`src/rtl/dispatch_pkg.sv`:
```
// Shared definitions for the instruction dispatch unit: FSM state encoding,
// instruction word field positions and the halt flag index.
// No logic lives here; the decoder and top both import this package.
package dispatch_pkg;

    typedef enum logic [1:0] {
        ST_IDLE = 2'd0,
        ST_RUN  = 2'd1,
        ST_DONE = 2'd2
    } state_t;

    // Instruction word layout (32-bit word, MSB first):
    // [31:29] ALUOp | [28:26] dest | [25:23] src1 | [22:20] src2 |
    // [19] use_imm | [18] halt | [17:16] reserved | [15:0] imm
    localparam int WORD_BITS   = 32;
    localparam int ALUOP_LSB   = 29;
    localparam int DEST_LSB    = 26;
    localparam int SRC1_LSB    = 23;
    localparam int SRC2_LSB    = 20;
    localparam int USE_IMM_BIT = 19;
    localparam int HALT_BIT    = 18;
    localparam int RSVD_LSB    = 16;
    localparam int IMM_LSB     = 0;
    localparam int IMM_BITS    = 16;

endpackage

```
`src/rtl/dispatch_decode.sv`:
```
// Purpose : split one instruction word into reservation-station fields + halt flag.
// Latency : purely combinational, zero cycles.
// Backpressure: none; the caller decides whether the decoded row is used.
//
// Ports:
//   i_word    : raw instruction word (SIZE bits, low 32 carry the encoding)
//   o_alu_op  : ALU opcode field
//   o_dest    : destination register index
//   o_src1    : first source register index
//   o_src2    : second source register index
//   o_use_imm : operand 2 comes from the immediate
//   o_imm     : 16-bit immediate sign-extended to SIZE
//   o_halt    : word terminates the program (it is still issued)
module dispatch_decode
    import dispatch_pkg::*;
#(
    parameter int SIZE       = 32,
    parameter int ALUOP_BITS = 3,
    parameter int RW         = 3
) (
    input  logic [SIZE-1:0]       i_word,
    output logic [ALUOP_BITS-1:0] o_alu_op,
    output logic [RW-1:0]         o_dest,
    output logic [RW-1:0]         o_src1,
    output logic [RW-1:0]         o_src2,
    output logic                  o_use_imm,
    output logic [SIZE-1:0]       o_imm,
    output logic                  o_halt
);

    logic [IMM_BITS-1:0] w_imm_raw;
    // Reserved bits carry no meaning today; named so they read as deliberately ignored.
    logic [1:0]          w_unused_rsvd;

    assign w_imm_raw     = i_word[IMM_LSB +: IMM_BITS];
    assign w_unused_rsvd = i_word[RSVD_LSB +: 2];

    assign o_alu_op  = i_word[ALUOP_LSB +: ALUOP_BITS];
    assign o_dest    = i_word[DEST_LSB +: RW];
    assign o_src1    = i_word[SRC1_LSB +: RW];
    assign o_src2    = i_word[SRC2_LSB +: RW];
    assign o_use_imm = i_word[USE_IMM_BIT];
    assign o_halt    = i_word[HALT_BIT];
    assign o_imm     = {{(SIZE-IMM_BITS){w_imm_raw[IMM_BITS-1]}}, w_imm_raw};

endmodule

```
`src/rtl/dispatch_unit.sv`:
```
// Purpose : fetch instruction words in program order and issue up to INPUT_ROWS
//           decoded rows per cycle into a reservation station.
// Latency : an issue decision taken on edge t is presented on the new_* outputs
//           after edge t, for exactly one cycle.
// Backpressure: station_free caps the issue width each cycle; 0 stalls with pc held.
//
// Ports:
//   clk, rst        : rising-edge clock, asynchronous active-high reset
//   start           : begin a program at address 0 (only looked at in IDLE)
//   prog_len        : number of words to dispatch (0..MEM_ROWS)
//   station_free    : free slots for next-cycle writes (values above INPUT_ROWS clamp)
//   imem_addr       : word address of row 0 (row r reads imem_addr+r mod MEM_ROWS)
//   imem_data       : combinational read data, one word per row
//   new_*           : registered decoded rows to the reservation station
//   new_valid       : per-row valid, always a contiguous run starting at row 0
//   busy / done     : busy while running; done pulses for the single DONE cycle
//   dispatched      : instructions issued since the last start
module dispatch_unit
    import dispatch_pkg::*;
#(
    parameter int SIZE       = 32,
    parameter int REG_NUM    = 8,
    parameter int ALUOP_BITS = 3,
    parameter int INPUT_ROWS = 2,
    parameter int MEM_ROWS   = 64
) (
    input  logic                                         clk,
    input  logic                                         rst,
    input  logic                                         start,
    input  logic [$clog2(MEM_ROWS):0]                    prog_len,
    input  logic [1:0]                                   station_free,
    output logic [$clog2(MEM_ROWS)-1:0]                  imem_addr,
    input  logic [INPUT_ROWS-1:0][SIZE-1:0]              imem_data,
    output logic [INPUT_ROWS-1:0][ALUOP_BITS-1:0]        new_ALUOp,
    output logic [INPUT_ROWS-1:0][$clog2(REG_NUM)-1:0]   new_src_reg1,
    output logic [INPUT_ROWS-1:0][$clog2(REG_NUM)-1:0]   new_src_reg2,
    output logic [INPUT_ROWS-1:0]                        new_use_imm,
    output logic [INPUT_ROWS-1:0][SIZE-1:0]              new_imm,
    output logic [INPUT_ROWS-1:0][$clog2(REG_NUM)-1:0]   new_dest_reg1,
    output logic [INPUT_ROWS-1:0]                        new_valid,
    output logic                                         busy,
    output logic                                         done,
    output logic [$clog2(MEM_ROWS):0]                    dispatched
);

    localparam int AW = $clog2(MEM_ROWS);
    localparam int CW = AW + 1;
    localparam int RW = $clog2(REG_NUM);

    // ------------------------------------------------------------------
    // State
    // ------------------------------------------------------------------
    state_t                              r_state;
    state_t                              w_state_nxt;
    logic [AW-1:0]                       r_pc;
    logic [CW-1:0]                       r_dispatched;

    logic [INPUT_ROWS-1:0][ALUOP_BITS-1:0] r_new_alu;
    logic [INPUT_ROWS-1:0][RW-1:0]         r_new_src1;
    logic [INPUT_ROWS-1:0][RW-1:0]         r_new_src2;
    logic [INPUT_ROWS-1:0]                 r_new_use_imm;
    logic [INPUT_ROWS-1:0][SIZE-1:0]       r_new_imm;
    logic [INPUT_ROWS-1:0][RW-1:0]         r_new_dest;
    logic [INPUT_ROWS-1:0]                 r_new_valid;

    // ------------------------------------------------------------------
    // Decode of the rows currently presented by instruction memory
    // ------------------------------------------------------------------
    logic [INPUT_ROWS-1:0][ALUOP_BITS-1:0] w_alu;
    logic [INPUT_ROWS-1:0][RW-1:0]         w_dest;
    logic [INPUT_ROWS-1:0][RW-1:0]         w_src1;
    logic [INPUT_ROWS-1:0][RW-1:0]         w_src2;
    logic [INPUT_ROWS-1:0]                 w_use_imm;
    logic [INPUT_ROWS-1:0][SIZE-1:0]       w_imm;
    logic [INPUT_ROWS-1:0]                 w_halt;

    for (genvar g = 0; g < INPUT_ROWS; g++) begin : g_dec
        dispatch_decode #(
            .SIZE       (SIZE),
            .ALUOP_BITS (ALUOP_BITS),
            .RW         (RW)
        ) u_dec (
            .i_word    (imem_data[g]),
            .o_alu_op  (w_alu[g]),
            .o_dest    (w_dest[g]),
            .o_src1    (w_src1[g]),
            .o_src2    (w_src2[g]),
            .o_use_imm (w_use_imm[g]),
            .o_imm     (w_imm[g]),
            .o_halt    (w_halt[g])
        );
    end

    // ------------------------------------------------------------------
    // Issue width: min(station_free, remaining, INPUT_ROWS), then cut just
    // after the first halt so nothing past a halt word leaves the unit.
    // ------------------------------------------------------------------
    logic [CW-1:0]         w_remaining;
    logic [CW-1:0]         w_cap;
    logic [CW-1:0]         w_issue_n;
    logic                  w_halt_issued;
    logic [INPUT_ROWS-1:0] w_valid_mask;

    always_comb begin
        w_remaining = prog_len - r_dispatched;
        w_cap       = CW'(station_free);
        if (w_cap > CW'(INPUT_ROWS)) begin
            w_cap = CW'(INPUT_ROWS);
        end
        if (w_remaining < w_cap) begin
            w_cap = w_remaining;
        end
    end

    always_comb begin
        w_issue_n     = '0;
        w_halt_issued = 1'b0;
        if (r_state == ST_RUN) begin
            for (int r = 0; r < INPUT_ROWS; r++) begin
                if ((CW'(r) < w_cap) && !w_halt_issued) begin
                    w_issue_n = CW'(r + 1);
                    if (w_halt[r]) begin
                        w_halt_issued = 1'b1;
                    end
                end
            end
        end
    end

    always_comb begin
        w_valid_mask = '0;
        for (int r = 0; r < INPUT_ROWS; r++) begin
            w_valid_mask[r] = (CW'(r) < w_issue_n);
        end
    end

    // ------------------------------------------------------------------
    // FSM: state register / next state / outputs
    // ------------------------------------------------------------------
    always_ff @(posedge clk or posedge rst) begin
        if (rst) begin
            r_state <= ST_IDLE;
        end else begin
            r_state <= w_state_nxt;
        end
    end

    always_comb begin
        w_state_nxt = r_state;
        case (r_state)
            ST_IDLE: begin
                if (start) begin
                    w_state_nxt = ST_RUN;
                end
            end
            ST_RUN: begin
                // remaining==0 is judged before any issue this cycle, so a
                // zero-length program spends exactly one cycle in RUN.
                if ((w_remaining == '0) || w_halt_issued) begin
                    w_state_nxt = ST_DONE;
                end
            end
            ST_DONE: begin
                w_state_nxt = ST_IDLE;
            end
            default: begin
                w_state_nxt = ST_IDLE;
            end
        endcase
    end

    always_comb begin
        busy = 1'b0;
        done = 1'b0;
        case (r_state)
            ST_RUN:  busy = 1'b1;
            ST_DONE: done = 1'b1;
            default: begin
                busy = 1'b0;
                done = 1'b0;
            end
        endcase
    end

    // ------------------------------------------------------------------
    // Program counter, issue count and registered output rows
    // ------------------------------------------------------------------
    always_ff @(posedge clk or posedge rst) begin
        if (rst) begin
            r_pc          <= '0;
            r_dispatched  <= '0;
            r_new_valid   <= '0;
            r_new_alu     <= '0;
            r_new_src1    <= '0;
            r_new_src2    <= '0;
            r_new_use_imm <= '0;
            r_new_imm     <= '0;
            r_new_dest    <= '0;
        end else begin
            // Mask is all-zero outside RUN, so valid drops after one cycle.
            r_new_valid <= w_valid_mask;

            if ((r_state == ST_IDLE) && start) begin
                r_pc         <= '0;
                r_dispatched <= '0;
            end else begin
                // pc is AW bits wide, so the add wraps mod MEM_ROWS.
                r_pc         <= r_pc + AW'(w_issue_n);
                r_dispatched <= r_dispatched + w_issue_n;
            end

            // Rows not issued keep their previous contents to avoid toggling.
            for (int r = 0; r < INPUT_ROWS; r++) begin
                if (w_valid_mask[r]) begin
                    r_new_alu[r]     <= w_alu[r];
                    r_new_src1[r]    <= w_src1[r];
                    r_new_src2[r]    <= w_src2[r];
                    r_new_use_imm[r] <= w_use_imm[r];
                    r_new_imm[r]     <= w_imm[r];
                    r_new_dest[r]    <= w_dest[r];
                end
            end
        end
    end

    assign imem_addr     = r_pc;
    assign dispatched    = r_dispatched;
    assign new_valid     = r_new_valid;
    assign new_ALUOp     = r_new_alu;
    assign new_src_reg1  = r_new_src1;
    assign new_src_reg2  = r_new_src2;
    assign new_use_imm   = r_new_use_imm;
    assign new_imm       = r_new_imm;
    assign new_dest_reg1 = r_new_dest;

endmodule

```
`config.mk`:
```
export PLATFORM = sky130hd
export DESIGN_NAME = dispatch_unit
export DESIGN_NICKNAME = d
export VERILOG_FILES = /design/src/rtl/dispatch_pkg.sv /design/src/rtl/dispatch_decode.sv /design/src/rtl/dispatch_unit.sv
export SDC_FILE = /design/constraint.sdc
export NUM_CORES = 1
export LEC_CHECK = 0
export BUFFER_PORTS_ARGS = -buffer_cell sky130_fd_sc_hd__clkbuf_2
export CAP_MARGIN = 5
export CORE_MARGIN = 4
export CORE_UTILIZATION = 51
export CTS_CLUSTER_SIZE = 25
export DETAILED_ROUTE_END_ITERATION = 8
export HOLD_SLACK_MARGIN = 0.08
export PLACE_DENSITY = 0.93
export RECOVER_POWER = 25
export SLEW_MARGIN = 10
export SYNTH_ARGS = -nofsm -noshare
export SYNTH_HDL_FRONTEND = slang
export SYNTH_SLANG_ARGS = --single-unit
```
`constraint.sdc`:
```
create_clock -name clk -period 7.6 [get_ports clk]
set_clock_uncertainty 0.15 [all_clocks]
set_input_delay 0.38 -clock clk [delete_from_list [all_inputs] [get_ports clk]]
set_output_delay 0.38 -clock clk [all_outputs]
set_load 0.005 [all_outputs]
```
==> out/results.ini <==
[synthesis]
ys_seq_elements=75
syn_area_per_cell_um2=12.8
ys.warnings.count=0
synth_edf_count=0
syn_inst=304
seq_area_frac_synth_pct=48.2
synthArstFlopShare_pct=100
syn-cell-area_um2=3890
synthFlopType=dfrtp_1
synth_nets=392
yosysUniqueCellTypes=53

[sta]
tightest_slew_ps=4010
tns_ps=0
fmax_mhz=211
setup-violations-final=0
rsz0062_at_grt=no
final_max_slew_viol_count=76
hold_viol=0
finalCriticalPeriod_ps=4740
maxSlewHeadroom_pct=-168
finalCritPeriodShare_pct=62.3

[route]
drt_iter0_drc=66
drc=0
first_pass_iters=4
avgRoutedWirePerCell_um=16.0
via_count=2877
viasPerCell=5.14
postRouteAntennaNets=0
totalWireLength_um=8930

[clock_tree]
cts_tree=built
cts_sinks=75
cts-root-buf=clkbuf_8
clk_path_buf_depth=2
cts_buffers=9
post_cts_buffers=0
htree_num_levels=3
post_cts_resized=0
clock_latency_ps=330
clk_pin_slew_ps=80
holdBufCountCts=0

[layout]
drive_above_1_share_pct=58.1
syn_to_final_growth_pct=24.2
fill_cells=563
n_antenna_cell=0
nNetsFinal=544
final_cells=560

[critical_path]
crit_required_ps=7690
cp-start-kind=flip-flop
critPathCaptureType=flip-flop
crit_type=reg -> reg
crit_fanout=18
cp.arrival_ps=4830

[floorplanning]
boundaryPins=183
core_area_um2=7330
initial_core_util_pct=53.1
fp.dieW_um=95.4
dieArea_um2=9100
num_rows=31
die_y_um=95.4

[pwr]
p_per_area_nw_per_um2=372
cellLeakagePower_nw=2.50
vdd.ir_drop.worst_uv=195

[grt]
grt_pass1_wl_um=13400
grt_pass1_vias=2871
grt_antenna_before_repair=0
grt_usage_pct=19.0
grt_max_degree=76
overflow=0

[run]
max_cap_viol_count=1

[place]
port_buffers=178
finalWeightedCongestion=0.795
dpl.hpwl_um=6890
placed_cells=544

[min_path]
hp-class=in -> reg

[run_status]
violations=capacitance limit, slew limit
status=finished, violations left

-- critical path: stages, from the launching register on --
cell	delay, ps
dfrtp_1	410
ha_1	210
fa_1	420
or2b_2	330
a221oi_2	260
o221a_2	290
nand3b_4	100
nor2_2	140
mux2i_2	120
nor3_4	750
buf_4	450
xnor2_1	170
ha_1	240
nor2_1	60
mux2_4	260
nor4_2	250
-- registers in the layout, indices dropped and copies added, names as in the netlist, 6 cells and up --
| signal | cells |
|---|---|
| new_imm | 32 |
| new_dest_reg1 | 6 |
| imem_addr | 6 |
| new_src_reg2 | 6 |
| dispatched | 7 |
| new_ALUOp | 6 |
| new_src_reg1 | 6 |
-- report_power, final --
part,switching [mW],internal [mW],leakage (nW)
clock network,0.138,0.203,0.113
logic,0.319,0.434,1.47
registers,0.125,0.578,0.917
total,0.583,1.21,2.50
-- cell type report --
class / instances / area, um2 / share of cell area (%)
sequential: 75 / 1880 / 38.8
multi-input combinational: 172 / 1640 / 33.9
timing repair buffer: 180 / 902 / 18.7
clock buffer: 12 / 155 / 3.21
tap: 99 / 124 / 2.56
clock inverter: 4 / 72.6 / 1.50
inverter: 18 / 67.6 / 1.40
-- Yosys cell counts (3+ instances only) --
cell	count	share of area [%]
mux2_4	28	11
nor3_1	3	0.39
and2_1	5	0.80
o211ai_1	3	0.58
nand2_1	8	0.77
a211oi_1	3	0.58
buf_6	6	1.7
or3_1	3	0.48
a21oi_1	10	1.3
mux2_2	31	9.0
buf_4	32	6.2
ha_1	11	3.5
o21ai_0	7	0.90
nor3b_1	4	0.77
dfrtp_1	75	48
nor2_1	11	1.1
inv_1	18	1.7
nand2b_1	4	0.64
-- routing by layer --
metal | GRT usage [%] | wire [um] | up-vias
li1 | - | - | 1334
met1 | 21.5 | 3390 | 1411
met2 | 34.8 | 4740 | 121
met4 | 7.46 | 119 | 0
met3 | 4.10 | 682 | 11
met5 | 0 | 0 | -
-- placed cells by master (no fill, tap or decap), drive strengths merged, types with 3 or more instances in the layout --
cell type	count
nor3	4
dfrtp	75
nor4	3
nor2	12
nand2	8
o21ai	8
o211ai	3
nand2b	5
inv	18
a211oi	3
nor3b	4
and2	5
mux2	59
a21oi	10
clkbuf	191
ha	11
or3	3
-- per-stage QoR --
step	area [um2]	power [mW]	hold WS [ps]	utilization, %	setup WS [ps]
after floorplan	3890	1.23	354	-	3860
after global placement	4610	1.42	338	62.9	2880
after detailed placement	4610	1.47	342	62.9	2790
after CTS	4840	1.82	99.0	66.0	2860
after global routing	4840	1.92	93.2	66.0	2580
final	4840	1.80	120	66.0	2860
-- worst paths after layout --
kind                                         start                      end  slack [ps]  cells after the start
min in group asynchronous                      rst  new_imm[15]$_DFFE_PP0N_        1430                      3
max                        dispatched[0]$_DFF_PP0_  dispatched[4]$_DFF_PP0_        2860                     15
max in group asynchronous                      rst  new_imm[12]$_DFFE_PP0N_        3600                      3
min                                  imem_data[37]  new_imm[37]$_DFFE_PP0P_         120                      2
max reg2reg                dispatched[0]$_DFF_PP0_  dispatched[4]$_DFF_PP0_        2860                     15
min reg2reg                new_imm[10]$_DFFE_PP0N_  new_imm[10]$_DFFE_PP0N_         360                      1
-- cells by family after synthesis --
logic type               Yosys count  share of synthesized area [%]
flip-flops                        75                           48.2
multiplexers                      61                           20.4
AND/OR/NAND/NOR                   58                           9.90
buffers and inverters             57                           9.74
AO/OA/AOI/OAI                     37                           6.84
adder cells (fa/ha/maj)           12                           4.05
XOR/XNOR                           4                          0.900
No activity file was read; power rests on OpenSTA's default activity.
